## src/rtl/peak_packer.sv

```systemverilog
// Keeps the strongest PEAK_NUM peaks per point and emits one addressed packed word per point.
// Word valid two cycles after the last beat; one peak_ready bubble per point; FLUSH waits while the output word is held.
module peak_packer #(
    parameter int SIGNAL_WIDTH = 18,
    parameter int DIST_WIDTH   = 14,
    parameter int PEAK_NUM     = 4,
    parameter int DATA_WIDTH   = (SIGNAL_WIDTH + DIST_WIDTH) * PEAK_NUM,
    parameter int ADDR_WIDTH   = 16,
    parameter int CNT_WIDTH    = $clog2(PEAK_NUM + 1)
) (
    input  logic                    clk,
    input  logic                    rst,
    input  logic                    frame_start,
    input  logic                    peak_valid,
    output logic                    peak_ready,
    input  logic [DIST_WIDTH-1:0]   peak_dist,
    input  logic [SIGNAL_WIDTH-1:0] peak_signal,
    input  logic                    peak_null,
    input  logic                    peak_last,
    output logic                    mem_valid,
    input  logic                    mem_ready,
    output logic [DATA_WIDTH-1:0]   mem_data,
    output logic [ADDR_WIDTH-1:0]   mem_addr,
    output logic [CNT_WIDTH-1:0]    mem_count,
    output logic                    mem_overflow
);

    localparam int SLOT_W = SIGNAL_WIDTH + DIST_WIDTH;
    localparam int IDX_W  = (PEAK_NUM > 1) ? $clog2(PEAK_NUM) : 1;
    localparam logic [CNT_WIDTH-1:0] FULL_CNT = CNT_WIDTH'(PEAK_NUM);

    typedef enum logic {COLLECT, FLUSH} state_t;

    state_t                  state_q;
    logic [SIGNAL_WIDTH-1:0] sig_q  [PEAK_NUM];
    logic [DIST_WIDTH-1:0]   dist_q [PEAK_NUM];
    logic [CNT_WIDTH-1:0]    cnt_q;
    logic                    ovf_q;
    logic [ADDR_WIDTH-1:0]   next_addr_q;

    logic                    mem_valid_q;
    logic [DATA_WIDTH-1:0]   mem_data_q;
    logic [ADDR_WIDTH-1:0]   mem_addr_q;
    logic [CNT_WIDTH-1:0]    mem_count_q;
    logic                    mem_overflow_q;

    logic [IDX_W-1:0]        min_idx;
    logic [SIGNAL_WIDTH-1:0] min_sig;
    logic [DATA_WIDTH-1:0]   packed_d;
    logic                    out_free;

    // Lowest index wins on ties because only a strictly smaller value moves the pick.
    always_comb begin
        min_idx = '0;
        min_sig = sig_q[0];
        for (int i = 1; i < PEAK_NUM; i++) begin
            if (sig_q[i] < min_sig) begin
                min_sig = sig_q[i];
                min_idx = IDX_W'(i);
            end
        end
    end

    always_comb begin
        packed_d = '0;
        for (int i = 0; i < PEAK_NUM; i++) begin
            packed_d[i*SLOT_W +: DIST_WIDTH]                = dist_q[i];
            packed_d[i*SLOT_W + DIST_WIDTH +: SIGNAL_WIDTH] = sig_q[i];
        end
    end

    assign out_free   = !mem_valid_q || mem_ready;
    assign peak_ready = (state_q == COLLECT) && !rst;

    always_ff @(posedge clk) begin
        if (rst) begin
            state_q        <= COLLECT;
            cnt_q          <= '0;
            ovf_q          <= 1'b0;
            next_addr_q    <= '0;
            mem_valid_q    <= 1'b0;
            mem_data_q     <= '0;
            mem_addr_q     <= '0;
            mem_count_q    <= '0;
            mem_overflow_q <= 1'b0;
            for (int i = 0; i < PEAK_NUM; i++) begin
                sig_q[i]  <= '0;
                dist_q[i] <= '0;
            end
        end else begin
            if (mem_valid_q && mem_ready) begin
                mem_valid_q <= 1'b0;
            end
            case (state_q)
                COLLECT: begin
                    if (peak_valid) begin
                        if (!peak_null) begin
                            if (cnt_q < FULL_CNT) begin
                                sig_q[cnt_q[IDX_W-1:0]]  <= peak_signal;
                                dist_q[cnt_q[IDX_W-1:0]] <= peak_dist;
                                cnt_q                    <= cnt_q + CNT_WIDTH'(1);
                            end else begin
                                ovf_q <= 1'b1;
                                if (peak_signal > min_sig) begin
                                    sig_q[min_idx]  <= peak_signal;
                                    dist_q[min_idx] <= peak_dist;
                                end
                            end
                        end
                        if (peak_last) begin
                            state_q <= FLUSH;
                        end
                    end
                end
                FLUSH: begin
                    if (out_free) begin
                        mem_valid_q    <= 1'b1;
                        mem_data_q     <= packed_d;
                        mem_addr_q     <= next_addr_q;
                        mem_count_q    <= cnt_q;
                        mem_overflow_q <= ovf_q;
                        next_addr_q    <= next_addr_q + ADDR_WIDTH'(1);
                        cnt_q          <= '0;
                        ovf_q          <= 1'b0;
                        state_q        <= COLLECT;
                        for (int i = 0; i < PEAK_NUM; i++) begin
                            sig_q[i]  <= '0;
                            dist_q[i] <= '0;
                        end
                    end
                end
                default: state_q <= COLLECT;
            endcase
            // A coincident load still takes the old address; the restart wins for the next word.
            if (frame_start) begin
                next_addr_q <= '0;
            end
        end
    end

    assign mem_valid    = mem_valid_q;
    assign mem_data     = mem_data_q;
    assign mem_addr     = mem_addr_q;
    assign mem_count    = mem_count_q;
    assign mem_overflow = mem_overflow_q;

endmodule

```

## config.mk

```make
export PLATFORM = sky130hd
export DESIGN_NAME = peak_packer
export DESIGN_NICKNAME = d
export VERILOG_FILES = /design/src/rtl/peak_packer.sv
export SDC_FILE = /design/constraint.sdc
export NUM_CORES = 1
export LEC_CHECK = 0
export CORE_MARGIN = 2
export CORE_UTILIZATION = 55
export CTS_BUF_LIST = sky130_fd_sc_hd__clkbuf_4 sky130_fd_sc_hd__clkbuf_8
export DETAILED_ROUTE_END_ITERATION = 16
export DONT_BUFFER_PORTS = 1
export GPL_ROUTABILITY_DRIVEN = 0
export PLACE_DENSITY = 0.7
export SKIP_LAST_GASP = 1
export SYNTH_ARGS = -nofsm -noshare
export SYNTH_HDL_FRONTEND = slang
export SYNTH_SLANG_ARGS = --single-unit
```

## constraint.sdc

```tcl
create_clock -name clk -period 26.5 [get_ports clk]
set_clock_uncertainty 0.1 [all_clocks]
set_input_delay 2.65 -clock clk [delete_from_list [all_inputs] [get_ports clk]]
set_output_delay 2.65 -clock clk [all_outputs]
set_load 0.02 [all_outputs]
```

# After elaboration in Yosys (flattened, before gate mapping)
# Memories as Yosys holds them, arrays and structs flattened. A register that Yosys moved wholly into a read port is not among the register bits.
# Index checks and enable logic that the tools add are counted.
# Widths: inputs -> output; s select.
# totals
wordCells	107
regBits	170
mem_count	2
mem_bits_rw	128
out_inout_bits	150
input_bits	39
# mem_list
name	words	width	read_ports	rd_clocked_by_memory_dff	write_ports	line	source
sig_q	4	18	4	0	4	35	logic [SIGNAL_WIDTH-1:0] sig_q [PEAK_NUM];
dist_q	4	14	4	4	4	36	logic [DIST_WIDTH-1:0] dist_q [PEAK_NUM];
# op_classes
eq_ne	5
n_addsub	2
n_lt_le_gt_ge	5
n_mux	62
bitwise_logic	9
n_reduce_logical	13
# op_table
operator	count
$mux 18	9
$mux 14	6
$lt 18x18->1	3
$reduce_or 18->1	2
$mux 1	34
$reduce_or 14->1	2
$gt 18x18->1	1
$add 16x1->16 const B	1
$mux 2	6
$mux 3	4
$or 1x1->1	8
$reduce_and 4->1	2
$ne 2x2->1 const B	3
$pmux 3 s2	1
$ne 2x1->1 const B	2
$pmux 1 s2	2
$add 3x1->3 const B	1
$lt 3x3->1 const B	1
$logic_and 1x1->1	2
$logic_not 1->1	2
$reduce_and 2->1	1
$reduce_or 2->1	1
$logic_or 1x1->1	1
$not 1->1	1

# Depth between registers and ports, before layout
# An unclocked memory read counts as a cell.
# depth
depth_word	17
depth_mapped	43
depth_no_buf	37

# Worst setup path after synthesis
# Ideal clock, no wire load.
# synth_timing
path_kind	reg-to-reg
from	mem sig_q[1][13]
to	mem dist_q[3][0], enable pin
slack_ns	17.071
period_less_slack_ns	9.429
path_buffers	5
setup_ns	0.561
path_stages_with_launch	41
t_required_ns	25.839
arrival_ns	8.768
path_cell_list	edfxtp_1 -> ha_1 -> nand4_1 -> nor3_1 -> nand2_1 -> o211ai_2 -> buf_2 -> buf_1 -> mux2i_1 -> ha_1 -> a21o_1 -> a21o_1 -> a21o_1 -> a2111oi_4 -> o21ai_2 -> a21oi_4 -> nand2_2 -> clkbuf_1 -> [... 5 more ...] -> a2111oi_2 -> o41ai_1 -> a21oi_4 -> nor2_1 -> a31o_2 -> buf_2 -> nor3b_1 -> a31oi_1 -> ha_1 -> nor2b_1 -> o21a_1 -> o21a_1 -> o211ai_1 -> a21boi_0 -> o21a_1 -> a32oi_1 -> clkbuf_1 -> nand3_1
# synth_rtl
item	line
start, declared	35
end, declared	36

==> flow_results.org <==
** Outcome
- The flow ran to the end, and the final reports show no timing, DRC or antenna violations.

** Power and ir drop
- Flop pwr share :: 48.0%
- Pwr per Cell Area :: about 75 nW/µm²
- Clock Power Share :: a little under two fifths
- In this run switching power makes up ~28% of total power.
- Leakage component of the power :: 5.40 nW
- Sw power :: ~0.00031 W
- The share of total power dissipated in combinational logic is about 15%.
- Pint :: 0.000785 W
- The worst-case IR drop observed on VDD is 0.0503 mV.

** Drt
- The first TritonRoute pass finished after 5 iterations.
- For this run, design rule violations remaining after detail routing come to 0.
- The detailed router finished its first iteration with approximately 870 violations.
- Dividing the detail-routed via count by the number of cells gives between 5 and 6.
- The routed design has between 30,000 and 40,000 µm of wire.
- In the final routed layout, each cell accounts on average for between 15 and 20 µm.
- Via count of the routed design :: between 9,000 and 10,000
- DRT antenna net count :: 0

** Synth
- Dividing the synthesized area by the synthesized cell count gives around 10 µm².
- Summing every instance area after synthesis gives approximately 13,000 µm².
- In this run the biggest area consumer among cell types represents between 20% and 30% of the synthesized area.
- The cell count after synthesis came out at between 1,000 and 1,500.
- Number of distinct library cells after synthesis :: 63
- In the post-synthesis netlist, the cell with the most instances is sky130_fd_sc_hd__nand2_1.
- Synth Register Bits :: between 200 and 300
- Post-synth EDFFs :: around 130
- Sequential elements use 54.2% of the synthesized area.
- Synth top area cells :: sky130_fd_sc_hd__edfxtp_1, sky130_fd_sc_hd__dfxtp_1, sky130_fd_sc_hd__nand2_1, sky130_fd_sc_hd__ha_1, sky130_fd_sc_hd__a21oi_1
- Yosys printed 0 warnings.
- In the synthesized netlist the dominant register cell turns out to be sky130_fd_sc_hd__dfxtp_1.
- Summed over all instances, the cell type with the most area after synthesis is sky130_fd_sc_hd__edfxtp_1.
- After synthesis, the share of flip-flops with an asynchronous set or reset is 0%.
- Synth top cells by count :: sky130_fd_sc_hd__nand2_1, sky130_fd_sc_hd__a21oi_1, sky130_fd_sc_hd__dfxtp_1
- Counting every net in the synthesized netlist gives approximately 1,500.

** Floorplan
- Number of primary I/O pins :: 189
- The total area inside the core boundary comes to between 20,000 and 25,000 µm².
- For this configuration, the core starts out at a cell density of approximately 55%.
- DIE WIDTH :: between 150 and 200 µm
- The floorplan has 57 rows.
- Die Outline Area :: roughly 26,000 µm²
- Height of the die :: 160 µm

** GRT
- Met3 Use GR :: 7.84%
- Global routing used about two fifths of the available met2 tracks.
- The number of antenna violations at the first check in global routing was 0.
- Entering global routing, the biggest net connects 160 pins.
- Congestion Overflow GR :: 0
- In this run the most used layer during global routing was met2.
- Met1 Use GR :: a little under two fifths
- Number of global-route vias before repair :: roughly 9,600
- GRT Resource Usage Total :: between 20% and 30%
- The first global-routing pass estimated around 53,000 µm of wire.

** CTS
- In this run, post-CTS hold repair placed 0 buffers.
- H-tree depth :: 2
- Buffers inserted during clock tree synthesis total 48.
- Number of cells upsized or downsized after cts :: 0
- Clock tree synthesis selected as its root buffer the cell sky130_fd_sc_hd__clkbuf_8.
- At the later pin of the worst-skew pair, clock insertion delay measures 0.57 ns.
- Buffer depth of the longest clock path :: 3
- Clock slew seen by the registers of the worst setup and hold paths :: 0.06 ns
- Clock tree from TritonCTS :: done
- Post-CTS setup buffers :: 0
- Clock Sinks :: roughly 300

** Timing
- Setup total negative slack on the finished layout was measured at 0 ns.
- Setup violations, final :: 0
- Shortest clock period the worst path allows after layout :: approximately 9.7 ns
- The number of slew-limit violations in the final report came to 0.
- Share of the clock period used by the worst path :: a little over a third
- Number of hold violations in the final report :: 0
- Achievable frequency :: about 100 MHz
- In this run the tightest slew margin relative to its limit is a little over a quarter.
- Worst slew pin tran :: 1.09 ns
- Setup repair after global routing left no endpoint under its margin.

** Cells and area
- Fraction of layout cells with a size suffix above 1 :: under 10%
- Compared with the post-synthesis result, the final layout area differs by 9.05%.
- End-of-flow core utilization :: between 60% and 70%
- Total number of nets in the final design :: 1,461
- Number of inserted filler cells in the final layout :: roughly 2,100
- Number of diodes added for antenna fixing :: 0

** Worst setup path
- Reg-to-reg slack, setup :: around 17 ns
- Along the worst path, the maximum fanout reaches 23.
- The endpoint identified for the worst register-to-register timing path is sig_q[3][1].
- Element type at the critical path end :: flop
- Master of the slowest instance on the critical path :: sky130_fd_sc_hd__o21a_1
- Tracing the worst setup path back leads to its startpoint at sig_q[0][4].
- The critical path in this run is classified as flop to flop.
- STA classifies the critical path startpoint as a flop.
- Counting cells, the worst reg-to-reg path comes to 35.
- On the worst path, the slowest cell contributes a delay of between 0.5 and 0.6 ns.
- Launching point of the worst reg2reg path :: sig_q[0][4]
- Arrival time at the worst endpoint :: slightly below 10 ns
- Following the worst setup path forward leads to its endpoint at sig_q[3][1].
- STA puts the critical path data required time at about 27 ns.

** Run
- Across the run, the number of max-cap violations was 0.

** Placed design
- # port buffers :: 0
- The wire-length estimate of the detail-placed layout is ~23,000 µm.

** Hold path
- Min-delay worst type :: flop to flop
- Number of stages on the worst hold path :: 2
-- stage by stage --
step	area, µm²	worst slack (ns)	power, W	hold WS (ns)	instances
floorplan	13400	17.07	0.000656	0.323	1369
global route	14600	16.27	0.00114	0.377	1716
detailed placement	13500	17.12	0.000694	0.339	1626
CTS	14600	17.07	0.00110	0.349	1716
finish	14600	16.85	0.00110	0.349	1716
global placement	13500	17.21	0.000690	0.341	1626
-- cell families after synthesis --
kind of cell    count (synthesis)  share of synthesized area [%]
buf+inv                       103                           3.15
xor+xnor                       14                          0.918
mux                            19                           1.47
simple gates                  548                           18.5
flops                         298                           54.2
fa+ha+maj                      70                           6.56
compound gates                317                           15.1
-- layer usage --
metal  share of wire, %  up-vias
li1                   -     4748
met3                9.9       62
met1                 45     4737
met2                 43      406
met4                2.4        0
met5                  0        -
-- state kept, by name, summed over array words and instances, names as in the netlist --
| register | cells |
|---|---|
| cnt_q | 3 |
| dist_q | 56 |
| mem_addr | 16 |
| mem_count | 3 |
| mem_data | 128 |
| mem_overflow | 1 |
| mem_valid | 1 |
| next_addr_q | 16 |
| ovf_q | 1 |
| sig_q | 72 |
| state_q | 1 |
-- cell type report --
cell class	count	area (µm²)	area share (%)
Timing Repair Buffer	13	97.6	0.670
Clock inverter	15	96.3	0.661
Clock buffer	75	926	6.36
Sequential cell	298	7250	49.7
Multi-Input combinational cell	968	5710	39.2
Inverter	23	86.3	0.593
Tap cell	324	405	2.78
-- worst min path at each step --
stage,start,endpoint,slack [ns]
after global routing,ovf_q,ovf_q,0.38
after CTS,ovf_q,ovf_q,0.35
after floorplan,ovf_q,ovf_q,0.32
after detailed placement,ovf_q,ovf_q,0.34
final,ovf_q,ovf_q,0.35
after global placement,ovf_q,ovf_q,0.34
-- cells in the final DEF, fill, tap and decap left out, drive strengths merged, types with 15 or more instances in the layout --
master  instances
a21boi         64
a21o           15
a21oi         174
a31oi          20
and2           34
clkbuf         75
dfxtp         170
edfxtp        128
ha             70
inv            25
mux2i          17
nand2         357
nand4          17
nor2           31
nor2b          33
nor3b          16
or3            23
-- power by group through the flow --
stage | registers [W] | clock network [W] | logic [W]
6_report | 0.000525 | 0.000407 | 0.000163
5_1_grt | 0.000527 | 0.000435 | 0.000180
4_1_cts | 0.000525 | 0.000415 | 0.000160
3_5_place_dp | 0.000535 | 0 | 0.000159
3_3_place_gp | 0.000535 | 0 | 0.000156
2_1_floorplan | 0.000528 | 0 | 0.000128
-- worst max-delay path: cells and delay by family, from the launching register on --
family	cells	cell delay, ns
buffers and inverters	3	0.85
adders and majority gates	4	1.12
muxes	1	0.48
AOI/OAI and AO/OA	17	4.43
and+or+nand+nor	10	1.86
DFF	1	0.47
Note: power is estimated with default switching activity, not from simulation.
==> patch 1 (config.mk and constraints unchanged) <==
Change the parameter `DIST_WIDTH` from 14 to 12.
--- a/src/rtl/peak_packer.sv
+++ b/src/rtl/peak_packer.sv
@@ -4,3 +4,3 @@
     parameter int SIGNAL_WIDTH = 18,
-    parameter int DIST_WIDTH   = 14,
+    parameter int DIST_WIDTH   = 12,
     parameter int PEAK_NUM     = 4,
Ports: changed (resized mem_data and peak_dist); port bits go from 189 to 179. The function was not compared with the original's and may differ.
==> patch 1 against the unedited design <==
  * Sequential cell count down 16
  * Routed wire length fell by 7.6%
  * Final cell count is 5.1% lower
  * Die area is 5.9% lower
  * Final area fell by 6.2%
  * Synthesized area shrank 6.1%
  * Power fell by 4.1%
  * Setup slack got worse by 2000 ps
  * Global-route usage is 0.33 points lower
  * Critical path type unchanged
  * Largest power group unchanged
==> patch 1: results (changes against the unedited design) <==
metric;value;unit;change
total routed wirelength;31320;um;was 33,870 um
worst-case vdd ir drop;42.29;uV;was 50.29 uV
instance area at placement;0.01268;mm2;was 0.01355 mm2
Seq/Total Area, Yosys;0.5457;;was 0.5425
post-route non-filler standard cell count;1629;;was 1,716
global-route wire length before repair;48910;um;was 53,340 um
predominant post-synthesis flop cell;dfxtp_1;;unchanged
total routing usage reported by global routing;0.2583;;was 0.2616
number of H-tree levels;2;;unchanged
setup slack of the most critical reg-to-reg path;14810;ps;was 16,850 ps
maximum number of pins on one net before global-route repair;152;;was 160
number of cells after detailed placement;1543;;was 1,626
Iteration-0 DRC Markers;825;;was 874
number of synthesized flops with an enable pin;120;;was 128
outcome;finished, final reports clean;;unchanged
largest fanout of any net on the critical path;35;;was 23
Pleak;5.143;nW;was 5.400 nW
worst slew slack as a fraction of its limit;0.1632;;was 0.2729
top cells by area in the synthesized netlist;edfxtp_1 29%, dfxtp_1 26%, nand2_1 10%;;was edfxtp_1 29%, dfxtp_1 25%, nand2_1 10%
number of vias after detailed routing;9328;;was 9,953
maximum clock frequency;85.52;MHz;was 103.6 MHz
max FFs per register;120;;was 128
TritonCTS Buffers;47;;was 48
iteration count of the initial detailed-routing pass;6;;was 5
slowest cell on the critical path;nand2_1;;was o21a_1
via count of the first global-routing pass;8841;;was 9,567
delay of the slowest critical-path stage;970;ps;was 540 ps
synthesized net count;1430;;was 1,478
layout cell share with drive strength beyond 1;0.09680;;was 0.09124
placed wire-length estimate after detailed placement;21550;um;was 23,080 um
minimum hold slack;350.8;ps;was 349.2 ps
quantity of I/O buffers inserted on ports;0;;unchanged
most common library cells after synthesis;342 x nand2_1, 186 x a21oi_1, 162 x dfxtp_1;;was 356 x nand2_1, 172 x a21oi_1, 170 x dfxtp_1
CP Data Arrival Time;11600;ps;was 9840 ps
cells after synthesis;1323;;was 1,369
number of distinct library cells after synthesis;56;;was 63
patch 1: area by class of cell:
cell class / count / area (um2)
antenna: 1 / 2.502
clock buffer: 79 / 937.1
clock inverter: 6 / 38.79
fill: 1946 / 8843
inverter: 28 / 105.1
multi-input combinational: 939 / 5305
sequential: 282 / 6847
tap: 285 / 356.6
timing repair buffer: 9 / 67.56
patch 1: routing by layer:
metal,vias up,wire length (um),GRT usage,share of wire
li1,4489,-,-,-
met4,0,720,0.07275,0.023
met1,4411,14490,0.3803,0.46
met2,364,13270,0.3790,0.42
met3,64,2842,0.06490,0.091
met5,-,0,0,0
patch 1: report_power, final:
part / internal (mW) / switching (mW)
Clock: 0.223 / 0.168
Combinational: 0.0613 / 0.104
Sequential: 0.473 / 0.0218
patch 1: critical path: cells and delay by family, from the launching register on:
family / cells / cell delay (ps)
AOI/OAI and AO/OA: 26 / 6250
adders and majority gates: 4 / 1120
buffers and inverters: 1 / 740
DFF: 1 / 440
and+or+nand+nor: 7 / 2460
patch 1: worst paths after layout:
kind	start	to	depth (start not counted)
hold reg to reg	ovf_q	ovf_q	2
hold / removal	ovf_q	ovf_q	2
setup reg to reg	sig_q[1][9]	sig_q[3][5]	38
setup / recovery	sig_q[1][9]	sig_q[3][5]	38
patch 1: kinds of logic after synthesis:
logic type,after synthesis,synth area share
fa+ha+maj,70,0.06980
buf+inv,102,0.03351
compound gates,259,0.1193
mux,6,0.005185
xor+xnor,11,0.007678
flops,282,0.5457
simple gates,593,0.2189
==> patch 2 (same settings) <==
Without the edit above. Put one more register stage on the output `mem_count`, without a reset. The value now appears one clock later. The other outputs are not delayed to match.
--- a/src/rtl/peak_packer.sv
+++ b/src/rtl/peak_packer.sv
@@ -143,3 +143,5 @@
     assign mem_addr     = mem_addr_q;
-    assign mem_count    = mem_count_q;
+    always_ff @(posedge clk) begin
+        mem_count <= mem_count_q;
+    end
     assign mem_overflow = mem_overflow_q;
Function: changed (Yosys sat finds a counterexample within 4 cycles, from zero or initial values and one cycle with rst high).
==> patch 2 against the unedited design <==
  * Routed wire length decreased by 5.1%
  * Sequential cell count increased by 3
  * Setup slack got worse by 1700 ps
  * Synthesized area decreased by 2.0%
  * Die area decreased by 2.0%
  * Non-clock buffer count decreased by 2
  * Final area decreased by 2.0%
  * Global-route usage decreased by 0.63 points
  * Power decreased by 0.95%
  * Clock power decreased by 1%
  * Critical endpoint is now sig_q[2][8]
  * Sequential share of layout area increased by 1.4 points
==> patch 2: results (changes against the unedited design) <==
metric;value;unit;change
number of distinct library cells after synthesis;54;;was 63
CP Data Arrival Time;11530;ps;was 9840 ps
launching element of the worst setup path;sig_q[1][13];;was sig_q[0][4]
Crit Reg-Reg Endpoint;sig_q[2][8];;was sig_q[3][1]
post-synthesis async set-or-reset flop share;0;;unchanged
maximum number of pins on one net before global-route repair;164;;was 160
layout cell share with drive strength beyond 1;0.07897;;was 0.09124
initial antenna violation count;0;;unchanged
largest fanout of any net on the critical path;36;;was 23
via count of the first global-routing pass;8956;;was 9,567
placed wire-length estimate after detailed placement;22030;um;was 23,080 um
Clock Root Buffer;clkbuf_8;;unchanged
Seq/Total Area, Yosys;0.5583;;was 0.5425
total routed wirelength;32150;um;was 33,870 um
predominant post-synthesis flop cell;dfxtp_1;;unchanged
worst-case vdd ir drop;40.64;uV;was 50.29 uV
most common library cells after synthesis;361 x nand2_1, 193 x a21oi_1, 173 x dfxtp_1;;was 356 x nand2_1, 172 x a21oi_1, 170 x dfxtp_1
delay of the slowest critical-path stage;940;ps;was 540 ps
TritonCTS Buffers;48;;unchanged
area of the placeable core;0.02340;mm2;was 0.02411 mm2
number of H-tree levels;2;;unchanged
worst r2r path cells;38;;was 35
outcome;finished, final reports clean;;unchanged
Iteration-0 DRC Markers;714;;was 874
number of vias after detailed routing;9553;;was 9,953
worst hold stages;0;;was 2
top cells by area in the synthesized netlist;edfxtp_1 29%, dfxtp_1 26%, nand2_1 10%;;was edfxtp_1 29%, dfxtp_1 25%, nand2_1 10%
clock slew at reported path FFs;60;ps;about the same
global-route wire length before repair;49700;um;was 53,340 um
post-CTS sizing;0;;unchanged
quantity of I/O buffers inserted on ports;0;;unchanged
total routing usage reported by global routing;0.2553;;was 0.2616
max FFs per register;128;;unchanged
iteration count of the initial detailed-routing pass;5;;unchanged
endpoint type of the worst setup path;register;;unchanged
post-synthesis area per instance;9.561;um2;was 9.758 um2
buffers inserted during post-CTS setup optimization;0;;unchanged
filler instances;2047;;was 2,074
Pleak;5.241;nW;was 5.400 nW
post-route non-filler standard cell count;1713;;was 1,716
Final #Nets;1462;;was 1,461
Clk Latency, worst-skew pair;570;ps;about the same
setup slack of the most critical reg-to-reg path;15160;ps;was 16,850 ps
worst slew slack as a fraction of its limit;0.2345;;was 0.2729
number of cells after detailed placement;1622;;was 1,626
count of warnings emitted by yosys;0;;unchanged
slowest cell on the critical path;o22a_1;;was o21a_1
patch 2: cell count changes in the layout (fill, tap and decap cells not counted), sizes merged, moves of 5 or more:
cell,delta
nor2,+19
o21a,+14
a31oi,-19
a21boi,-64
clkinv,+5
or3,-18
mux2i,-16
nor3b,-14
clkbuf,-5
nor2b,+31
and2,+31
o21ai,+16
a21oi,+20
patch 2: cells by family after synthesis:
| kind of cell | share of synthesized area |
|---|---|
| adder cells (fa/ha/maj) | 0.06692 |
| multiplexers | 0.001912 |
| XOR/XNOR | 0.009368 |
| flip-flops | 0.5583 |
| buffers and inverters | 0.02906 |
| AND/OR/NAND/NOR | 0.2052 |
| AO/OA/AOI/OAI | 0.1292 |
patch 2: per-stage QoR:
stage | hold slack, ps | area [um2] | util | total power, mW | setup slack, ps
2_1_floorplan | 230.6 | 13090 | - | 0.6527 | 17430
3_3_place_gp | 237.1 | 13280 | 0.5676 | 0.6863 | 15580
3_5_place_dp | 239.0 | 13280 | 0.5676 | 0.6892 | 15370
4_1_cts | 250.0 | 14280 | 0.6101 | 1.091 | 15320
5_1_grt | 254.3 | 14280 | 0.6101 | 1.136 | 14170
6_report | 251.6 | 14280 | 0.6102 | 1.085 | 15160
patch 2: power breakdown:
part / internal (mW) / switching (mW) / leakage (nW)
Clock: 0.221 / 0.182 / 0.529
Combinational: 0.0553 / 0.0983 / 1.96
Sequential: 0.505 / 0.0235 / 2.75
Total: 0.781 / 0.304 / 5.24
patch 2: area by class of cell:
type / instances / share of cell area
antenna: 1 / 0.0001752
tap: 319 / 0.02795
inverter: 22 / 0.005783
clock inverter: 20 / 0.009200
multi-input combinational: 969 / 0.3790
timing repair buffer: 11 / 0.005783
sequential: 301 / 0.5117
clock buffer: 70 / 0.06046
patch 2: layer usage:
metal | global-route usage | wire length (um) | vias to the layer above | share of wire
met4 | 0.07079 | 600 | 0 | 0.019
met1 | 0.3802 | 14940 | 4522 | 0.46
li1 | - | - | 4657 | -
met2 | 0.3689 | 13730 | 319 | 0.43
met5 | 0 | 0 | - | 0
met3 | 0.06560 | 2890 | 55 | 0.090
patch 2: worst min path at each step:
| stage | endpoint | from |
|---|---|---|
| after floorplan | mem_count[0] | mem_count_q[0] |
| after global placement | mem_count[2] | mem_count_q[2] |
| after detailed placement | mem_count[0] | mem_count_q[0] |
| after CTS | mem_count[0] | mem_count_q[0] |
| after global routing | mem_count[0] | mem_count_q[0] |
| final | mem_count[1] | mem_count_q[1] |
patch 2: worst max-delay path, delay by kind of cell, from the launching register on:
| family | cells | cell delay, ps |
|---|---|---|
| flops | 1 | 420 |
| fa+ha+maj | 4 | 1310 |
| simple gates | 7 | 1730 |
| buf+inv | 3 | 1080 |
| compound gates | 24 | 6360 |
